File: src/rtl/sgd_dispatch_b_if.sv
// sgd_dispatch_b_if: HBM label-beat stream in, bank-word write stream out.
interface sgd_dispatch_b_if #(
   parameter int NUM_OF_BANKS = 8,
   parameter int IN_WIDTH     = 512
);
   logic [IN_WIDTH-1:0]         hbm_b_data;
   logic                        hbm_b_valid;
   logic                        hbm_b_ready;
   logic [32*NUM_OF_BANKS-1:0]  dispatch_axb_b_data;
   logic                        dispatch_axb_b_wr_en;
   logic                        dispatch_axb_b_almost_full;
   modport master (
      output hbm_b_data, hbm_b_valid, dispatch_axb_b_almost_full,
      input  hbm_b_ready, dispatch_axb_b_data, dispatch_axb_b_wr_en
   );
   modport slave (
      input  hbm_b_data, hbm_b_valid, dispatch_axb_b_almost_full,
      output hbm_b_ready, dispatch_axb_b_data, dispatch_axb_b_wr_en
   );
endinterface

File: src/rtl/sgd_dispatch_b.sv
// sgd_dispatch_b: splits 512-bit label beats into two bank words per beat, zero-pads each epoch tail.
module sgd_dispatch_b #(
   parameter int NUM_OF_BANKS = 8,
   parameter int IN_WIDTH     = 512
) (
   input  logic                 hbm_clk,
   input  logic                 rst,
   input  logic                 start,
   input  logic [31:0]          number_of_samples,
   input  logic [31:0]          number_of_epochs,
   sgd_dispatch_b_if.slave      bif,
   output logic                 busy,
   output logic                 done,
   output logic [31:0]          b_out_cnt
);
   localparam int W  = 32*NUM_OF_BANKS;
   localparam int LB = $clog2(NUM_OF_BANKS);
   typedef enum logic [1:0] {IDLE, RUN, DONE} state_t;
   state_t state, state_nx;
   logic [31:0] n_r, e_r, ow_r, ib_r, word_cnt, beat_cnt, epoch_cnt;
   logic [IN_WIDTH-1:0] hold_d;
   logic hold_v, sel, wr_en_r;
   logic [W-1:0] half, word, out_d;
   logic [63:0] base;
   logic run, emit, hold_last, ep_end, last_ep, frees, ready, acc;
   assign run       = state == RUN;
   assign emit      = run & hold_v & !bif.dispatch_axb_b_almost_full;
   assign hold_last = sel | (word_cnt == ow_r - 32'd1);
   assign ep_end    = emit & (word_cnt == ow_r - 32'd1);
   assign last_ep   = epoch_cnt == e_r - 32'd1;
   assign frees     = emit & hold_last;
   // The final word of an epoch may free the hold for the next epoch's first beat in the same cycle.
   assign ready     = run & (!hold_v | frees) & ((beat_cnt < ib_r) | (ep_end & !last_ep));
   assign acc       = ready & bif.hbm_b_valid;
   assign half      = sel ? hold_d[IN_WIDTH-1:W] : hold_d[W-1:0];
   assign base      = 64'(word_cnt) * 64'(NUM_OF_BANKS);
   always_comb begin
      word = '0;
      for (int j = 0; j < NUM_OF_BANKS; j++)
         word[32*j +: 32] = (base + 64'(j)) < {32'd0, n_r} ? half[32*j +: 32] : 32'd0;
   end
   always_comb begin
      state_nx = state;
      state_nx = state == IDLE ? (start ? ((number_of_samples == 32'd0 || number_of_epochs == 32'd0) ? DONE : RUN) : IDLE)
               : state == RUN  ? ((ep_end & last_ep) ? DONE : RUN)
               : IDLE;
   end
   always_ff @(posedge hbm_clk or posedge rst) begin
      if (rst) begin
         state     <= IDLE;
         n_r       <= '0;
         e_r       <= '0;
         ow_r      <= '0;
         ib_r      <= '0;
         word_cnt  <= '0;
         beat_cnt  <= '0;
         epoch_cnt <= '0;
         hold_d    <= '0;
         hold_v    <= 1'b0;
         sel       <= 1'b0;
         wr_en_r   <= 1'b0;
         out_d     <= '0;
         b_out_cnt <= '0;
      end else begin
         state   <= state_nx;
         wr_en_r <= emit;
         if (emit) out_d <= word;
         if (acc) hold_d <= bif.hbm_b_data;
         if (state == IDLE && start) begin
            n_r       <= number_of_samples;
            e_r       <= number_of_epochs;
            ow_r      <= 32'(({1'b0, number_of_samples} + 33'(NUM_OF_BANKS - 1)) >> LB);
            ib_r      <= 32'(({1'b0, number_of_samples} + 33'(2*NUM_OF_BANKS - 1)) >> (LB + 1));
            word_cnt  <= '0;
            beat_cnt  <= '0;
            epoch_cnt <= '0;
            hold_v    <= 1'b0;
            sel       <= 1'b0;
            b_out_cnt <= '0;
         end else begin
            hold_v    <= acc | (hold_v & !frees);
            sel       <= !(acc | frees) & (sel | emit);
            word_cnt  <= ep_end ? 32'd0 : word_cnt + 32'(emit);
            beat_cnt  <= ep_end ? 32'(acc) : beat_cnt + 32'(acc);
            epoch_cnt <= epoch_cnt + 32'(ep_end);
            b_out_cnt <= b_out_cnt + 32'(emit);
         end
      end
   end
   assign bif.hbm_b_ready          = ready;
   assign bif.dispatch_axb_b_data  = out_d;
   assign bif.dispatch_axb_b_wr_en = wr_en_r;
   assign busy = state != IDLE;
   assign done = state == DONE;
endmodule

File: src/flat_wrapper.sv
// flat-port wrapper written by rule: the top's interface ports become plain ports
module sgd_dispatch_b_flat 
#(
   parameter int NUM_OF_BANKS = 8,
   parameter int IN_WIDTH     = 512
)
  (hbm_clk, rst, start, number_of_samples, number_of_epochs, busy, done, b_out_cnt, bif_hbm_b_data, bif_hbm_b_valid, bif_dispatch_axb_b_almost_full, bif_hbm_b_ready, bif_dispatch_axb_b_data, bif_dispatch_axb_b_wr_en);
  sgd_dispatch_b_if #(.NUM_OF_BANKS(NUM_OF_BANKS), .IN_WIDTH(IN_WIDTH)) bif_i ();
  input  logic hbm_clk;
  input  logic rst;
  input  logic start;
  input  logic [31:0] number_of_samples;
  input  logic [31:0] number_of_epochs;
  output logic busy;
  output logic done;
  output logic [31:0] b_out_cnt;
  input wire logic [$bits(bif_i.hbm_b_data)-1:0] bif_hbm_b_data;
  input wire logic [$bits(bif_i.hbm_b_valid)-1:0] bif_hbm_b_valid;
  input wire logic [$bits(bif_i.dispatch_axb_b_almost_full)-1:0] bif_dispatch_axb_b_almost_full;
  output wire logic [$bits(bif_i.hbm_b_ready)-1:0] bif_hbm_b_ready;
  output wire logic [$bits(bif_i.dispatch_axb_b_data)-1:0] bif_dispatch_axb_b_data;
  output wire logic [$bits(bif_i.dispatch_axb_b_wr_en)-1:0] bif_dispatch_axb_b_wr_en;
  assign bif_i.hbm_b_data = bif_hbm_b_data;
  assign bif_i.hbm_b_valid = bif_hbm_b_valid;
  assign bif_i.dispatch_axb_b_almost_full = bif_dispatch_axb_b_almost_full;
  assign bif_hbm_b_ready = bif_i.hbm_b_ready;
  assign bif_dispatch_axb_b_data = bif_i.dispatch_axb_b_data;
  assign bif_dispatch_axb_b_wr_en = bif_i.dispatch_axb_b_wr_en;
  sgd_dispatch_b #(.NUM_OF_BANKS(NUM_OF_BANKS), .IN_WIDTH(IN_WIDTH)) u_core (.hbm_clk(hbm_clk), .rst(rst), .start(start), .number_of_samples(number_of_samples), .number_of_epochs(number_of_epochs), .bif(bif_i), .busy(busy), .done(done), .b_out_cnt(b_out_cnt));
endmodule
File: config.mk
export PLATFORM = sky130hd
export DESIGN_NAME = sgd_dispatch_b_flat
export DESIGN_NICKNAME = d
export VERILOG_FILES = /design/src/rtl/sgd_dispatch_b_if.sv /design/src/rtl/sgd_dispatch_b.sv /design/src/flat_wrapper.sv
export SDC_FILE = /design/constraint.sdc
export NUM_CORES = 2
export LEC_CHECK = 0
export CORE_AREA = 4 4 333 335
export CTS_CLUSTER_DIAMETER = 150
export CTS_CLUSTER_SIZE = 24
export DETAILED_ROUTE_END_ITERATION = 7
export DIE_AREA = 0 0 337 339
export PLACE_DENSITY = 0.74
export SYNTH_ARGS = -nofsm -noshare
export SYNTH_HDL_FRONTEND = slang
export SYNTH_SLANG_ARGS = --single-unit
File: constraint.sdc
create_clock -name hbm_clk -period 37.6 [get_ports hbm_clk]
set_clock_uncertainty 0.15 [all_clocks]
set_input_delay 7.52 -clock hbm_clk [delete_from_list [all_inputs] [get_ports hbm_clk]]
set_output_delay 7.52 -clock hbm_clk [all_outputs]
set_load 0.02 [all_outputs]
Yosys cells after proc, flatten, opt, wreduce, memory -nomap -nowiden --
Cells that the tools add are included.
Operators by class: multipliers 0, $add $sub $neg 15, div/mod/pow operators 0, equal/unequal tests 4, bitwise logic cells 17, muxes and demuxes 22, shifts and indexed selects 0, reduce and logical (&&, ||, !) cells 11, magnitude comparators 9
Operators by type and width (count):
- $lt A64 B32 Y1 | 7
- $mux W32 | 14
- $mux W256 | 1
- $add A35 B3 Y36 const B | 4
- $add A32 B1 Y32 | 4
- $add A35 B2 Y36 const B | 2
- $eq A32 B32 Y1 | 2
- $logic_not A32 Y1 | 2
- $add A35 B1 Y36 const B | 1
- $lt A35 B32 Y1 | 1
- $add A32 B3 Y33 const B | 1
- $add A32 B4 Y33 const B | 1
- $lt A32 B29 Y1 | 1
- $sub A32 B1 Y32 const B | 1
- $sub A30 B1 Y31 const B | 1
- $and A1 B1 Y1 | 11
- $mux W2 | 5
- $or A1 B1 Y1 | 6
- $logic_not A1 Y1 | 5
- $eq A2 B1 Y1 const B | 1
- $eq A2 B2 Y1 const B | 1
- $logic_not A2 Y1 | 1
- $mux W1 | 2
- $reduce_bool A2 Y1 | 1
- other kinds (2) | 2
Word-level totals: input bits 581, word-level logic and storage cells 92, latch bits 0, ROM bits 0, memory bits (writable) 0, register bits after elaboration 1024, output and inout bits 292, memories kept 0

Logic depth before layout (Yosys ltp) --
depth after elaboration 12, gate-level depth with buffers 22, depth with buffers taken out 20

Worst setup path after synthesis --
OpenSTA, ideal clock, no wires.
kind input to output, start point input bif_dispatch_axb_b_almost_full, end point output bif_hbm_b_ready, required time 29.930 ns, buffers on the path 0, slack 20.595 ns, stages 10, data arrival time 9.335 ns, path through nand3b_1 -> inv_1 -> nand2_1 -> nor3_1 -> o2111ai_1 -> nor4_2 -> nand4_2 -> a21oi_1 -> nor2_1 -> nor2_1
Between the ends: cells in the longest elaborated chain, start to end 6, elaborated cells on any way between the ends 9, classes of those cells bitwise: 8; reduce/logical: 1
RTL lines:
- from (decl) | RTL line flat_wrapper.sv:19 | input wire logic [$bits(bif_i.dispatch_axb_b_almost_full)-1:0] bif_dispatch_axb_b_almost_full;
- $logic_not A1 Y1 (*) | RTL line sgd_dispatch_b.sv:27 | assign emit = run & hold_v & !bif.dispatch_axb_b_almost_full;
- $and A1 B1 Y1 (*) | RTL line sgd_dispatch_b.sv:27
- net u_core.emit | RTL line sgd_dispatch_b.sv:25 | logic run, emit, hold_last, ep_end, last_ep, frees, ready, acc;
- $and A1 B1 Y1 (on tied branches) | RTL line sgd_dispatch_b.sv:31, sgd_dispatch_b.sv:29
- $or A1 B1 Y1 or $and A1 B1 Y1 (tied branches) | RTL line sgd_dispatch_b.sv:33 | assign ready = run & (!hold_v | frees) & ((beat_cnt < ib_r) | (ep_end & !last_ep));
- $and A1 B1 Y1 or $or A1 B1 Y1 (tied branches) | RTL line sgd_dispatch_b.sv:33
- $and A1 B1 Y1 (*) | RTL line sgd_dispatch_b.sv:33
- to (decl) | RTL line flat_wrapper.sv:20 | output wire logic [$bits(bif_i.hbm_b_ready)-1:0] bif_hbm_b_ready;
The timed path passes the listed nets; every way through them passes the cells marked *.

Final worst setup path --
Ends and elaborated chain as after synthesis.

==> impl_results.md <==
- Hold-fix buffers, CTS: 0
- DR vias: 34,000
- Final Util: 55.2%
- Cell internal pwr: 2.65 mW
- Clock network fraction of total power: 14.9%
- Commonest non-fill, non-tap cells in the layout: dfrtp_1 (1,023), clkdlybuf4s50_1 (872), nand2_1 (535)
- Clk slew on worst S/H paths: 0.10 ns
- DR iter-0 viols: 2,287
- First-pass GRT wire length: 221 mm
- Max Cap Viol: 0
- Synth Area in XOR/XNOR: 4.18%
- Post-synth EDFFs: 0
- Cell taking the most area after synthesis: dfrtp_1
- TNS Setup: 0 ns
- Final Hold Vio Count: 0
- Vias in the first global route: 34,600
- Vias per cell: 5.40
- Post-CTS Setup Inserts: 0
- Worst-case clock buffer depth: 3
- Share of post-route cells with drive strength above 1: 12.2%
- Worst EP arrival: 10.87 ns
- Post-synthesis adder-cell area fraction: 1.75%
- Hold Path Origin: u_core.bif.dispatch_axb_b_data[16]$_DFFE_PP0P_
- Multiplexer area fraction after synthesis: 21.0%
- Initial antenna violation count: 78
- CTS tree: built
- Status: finished clean
- FF+latch count, synth: 1,024
- WHS Path Cells: 2
- Hold/Removal Path Class: register to register
- Buffers on Ports: 872
- Mapped cell area: 0.0486 mm^2
- Element type at the critical path start: input port
- Final nets: 5,475
- Router iterations before antenna repair: 6
- Largest stage delay, worst path: 0.67 ns
- HPWL Detailed: 111 mm
- Pwr Density: 67.6 mW/mm^2
- RSZ-0062 raised after global routing: false
- Most common cell after layout, fill and taps aside: dfrtp_1
- Critical-path maximum fanout: 8
- Setup-failing EPs final: 0
- Synth area leaders: dfrtp_1 (53%), mux2_4 (14%), mux2i_1 (5.5%)
- Die width: 337 um
- Fin crit period: 18.54 ns
- Io pins: 873
- VDD IR max: 0.0000526 V
- Clock sinks: 1,024
- R2R cell count: 15
- Area of the core: 0.108 mm^2
- Unique cell type count in the Yosys netlist: 75
- Worst-Skew Late Latency: 0.68 ns
- Site Rows: 121
- Global-route usage over all layers: 25.5%
- Die outline height: 339 um
- Critical path class: input port to output port
- Simple-gate share of the synthesized area: 10.5%
- Final Cycle Share: 49.3%
- Worst Max-Slew Pin Slew: 1.13 ns
- Synth Area in Compound Gates: 6.44%
- WP data required: 29.93 ns
- Drc violations: 0
- Initial Util: 45.0%
- Mapped Cells: 4,100
- Post-route ant nets: 0
- Comb pwr share: 40.0%
- Gpl congestion: 0.908
- Die ar.: 0.114 mm^2
- Sequential Power Share: 45.2%
- Syn Area/Cell: 11.9 um^2
- Lkg Pwr: 27.4 nW
- Cts bufs inserted: 48
- R2R Path Start: u_core.e_r[0]$_DFFE_PP0P_
- Total wire length: 150 mm
- Max Slew Vio Count: 0
- Sequence of cells on the critical path: clkdlybuf4s50_1 -> nand3b_1 -> inv_1 -> nand2_1 -> nor3_1 -> o2111ai_1 -> nor4_2 -> nand4_2 -> a21oi_1 -> nor2_1 -> nor2_1 -> clkdlybuf4s50_1
- Post-synthesis sequential area ratio: 52.7%
- Root buf cell: clkbuf_16
- Asr flop ratio synth: 100%
- Mapped Nets: 4,749
- Critical path origin: bif_dispatch_axb_b_almost_full
- Post-synth top area share: 52.7%
- Net Sw Frac: 34.3%
- NetSw: 1.38 mW
- H-tree levels: 2
- Largest net degree at the start of global routing: 187
- Syn. warnings: 0
- Critical path's slowest cell: clkdlybuf4s50_1
- Fmax: 0.0539 GHz
- Total gr overflow: 0
- Relative slew slack: 24.7%
- Area growth, synth to finish: 22.7%
- PostCTS Resize Cnt: 0
- CP endpoint kind: output port
- Wire length per cell: 23.7 um
- Largest family of logic cells by synthesized area: multiplexers
- Main flop type after synthesis: dfrtp_1
## worst max-delay path, delay by kind of cell
family | cells | cell delay [ns]
AO/OA/AOI/OAI | 2 | 0.54
buffers and inverters | 3 | 1.43
AND/OR/NAND/NOR | 7 | 1.37
## routing by layer
layer  vias up  global-route usage (%)  share of wire (%)
met1     17100                    31.7                 40
met5         -                       0               0.10
met3       245                    7.77                8.1
met2      1045                    41.4                 48
met4        22                    10.3                3.6
li1      15600                       -                  -
## power by group through the flow
stage	clock network (mW)	logic, mW	registers [mW]
CTS	0.618	1.62	1.82
finish	0.600	1.61	1.82
detailed placement	0	1.61	1.83
global placement	0	1.58	1.82
floorplan	0	0.903	1.90
global route	0.653	1.71	1.87
## layout make-up
type | instances | area, um^2
fill | 9120 | 48500
sequential | 1024 | 25600
multi-input combinational | 2746 | 21400
timing repair buffer | 908 | 9050
tap | 1414 | 1770
clock buffer | 50 | 1230
inverter | 98 | 375
antenna | 59 | 148
clock inverter | 3 | 48.8
## logic make-up after synthesis
logic type	Yosys count
flops	1024
buf+inv	330
compound gates	556
xor+xnor	232
mux	782
fa+ha+maj	68
simple gates	1108
## worst paths after layout
| check | end | slack [ns] |
|---|---|---|
| min in group asynchronous | u_core.hold_d[45]$_DFFE_PP0P_ | 7.31 |
| worst min register to register | u_core.bif.dispatch_axb_b_data[16]$_DFFE_PP0P_ | 0.33 |
| worst min-delay path | u_core.bif.dispatch_axb_b_data[16]$_DFFE_PP0P_ | 0.33 |
| worst max-delay path | bif_hbm_b_ready | 19.06 |
| max in group asynchronous | u_core.hold_d[496]$_DFFE_PP0P_ | 26.88 |
| worst max register to register | u_core.hold_d[422]$_DFFE_PP0P_ | 29.41 |
## Yosys cell counts (all sizes together) (10+ instances only)
cell type  instances
mux2i            265
clkbuf           170
o21a              10
nand3             76
dfrtp           1024
and2              13
xor2             131
and4              15
o21ai            390
ha                68
or3               30
nor3              49
mux2             517
nor2b             14
nand4             55
nand2            538
and3              27
xnor2            101
nor2             192
a21o              29
a21oi             48
or4               11
o31ai             11
nor4              40
buf               62
inv               98
or2               12
## registers in the layout, indices dropped and copies added, names as in the netlist
| signal | cells |
|---|---|
| u_core.bif.dispatch_axb_b_wr_en | 1 |
| u_core.word_cnt | 32 |
| u_core.bif.dispatch_axb_b_data | 256 |
| u_core.beat_cnt | 32 |
| u_core.ow_r | 30 |
| u_core.ib_r | 29 |
| u_core.hold_d | 512 |
| u_core.sel | 1 |
| u_core.hold_v | 1 |
| u_core.epoch_cnt | 32 |
| u_core.e_r | 32 |
| u_core.state | 2 |
| u_core.n_r | 32 |
| u_core.b_out_cnt | 32 |
## stage by stage
stage | hold slack [ns] | power [mW] | cells | cell area (um^2) | worst slack, ns
4_1_cts | 0.341 | 4.06 | 6243 | 59500 | 19.08
6_report | 0.335 | 4.03 | 6302 | 59600 | 19.06
3_3_place_gp | 0.310 | 3.40 | 6190 | 58200 | 19.09
5_1_grt | 0.355 | 4.24 | 6286 | 59600 | 18.81
3_5_place_dp | 0.319 | 3.44 | 6190 | 58200 | 19.11
2_1_floorplan | 0.300 | 2.81 | 4100 | 48600 | 1.11
Note: power is estimated with default switching activity, not from simulation.
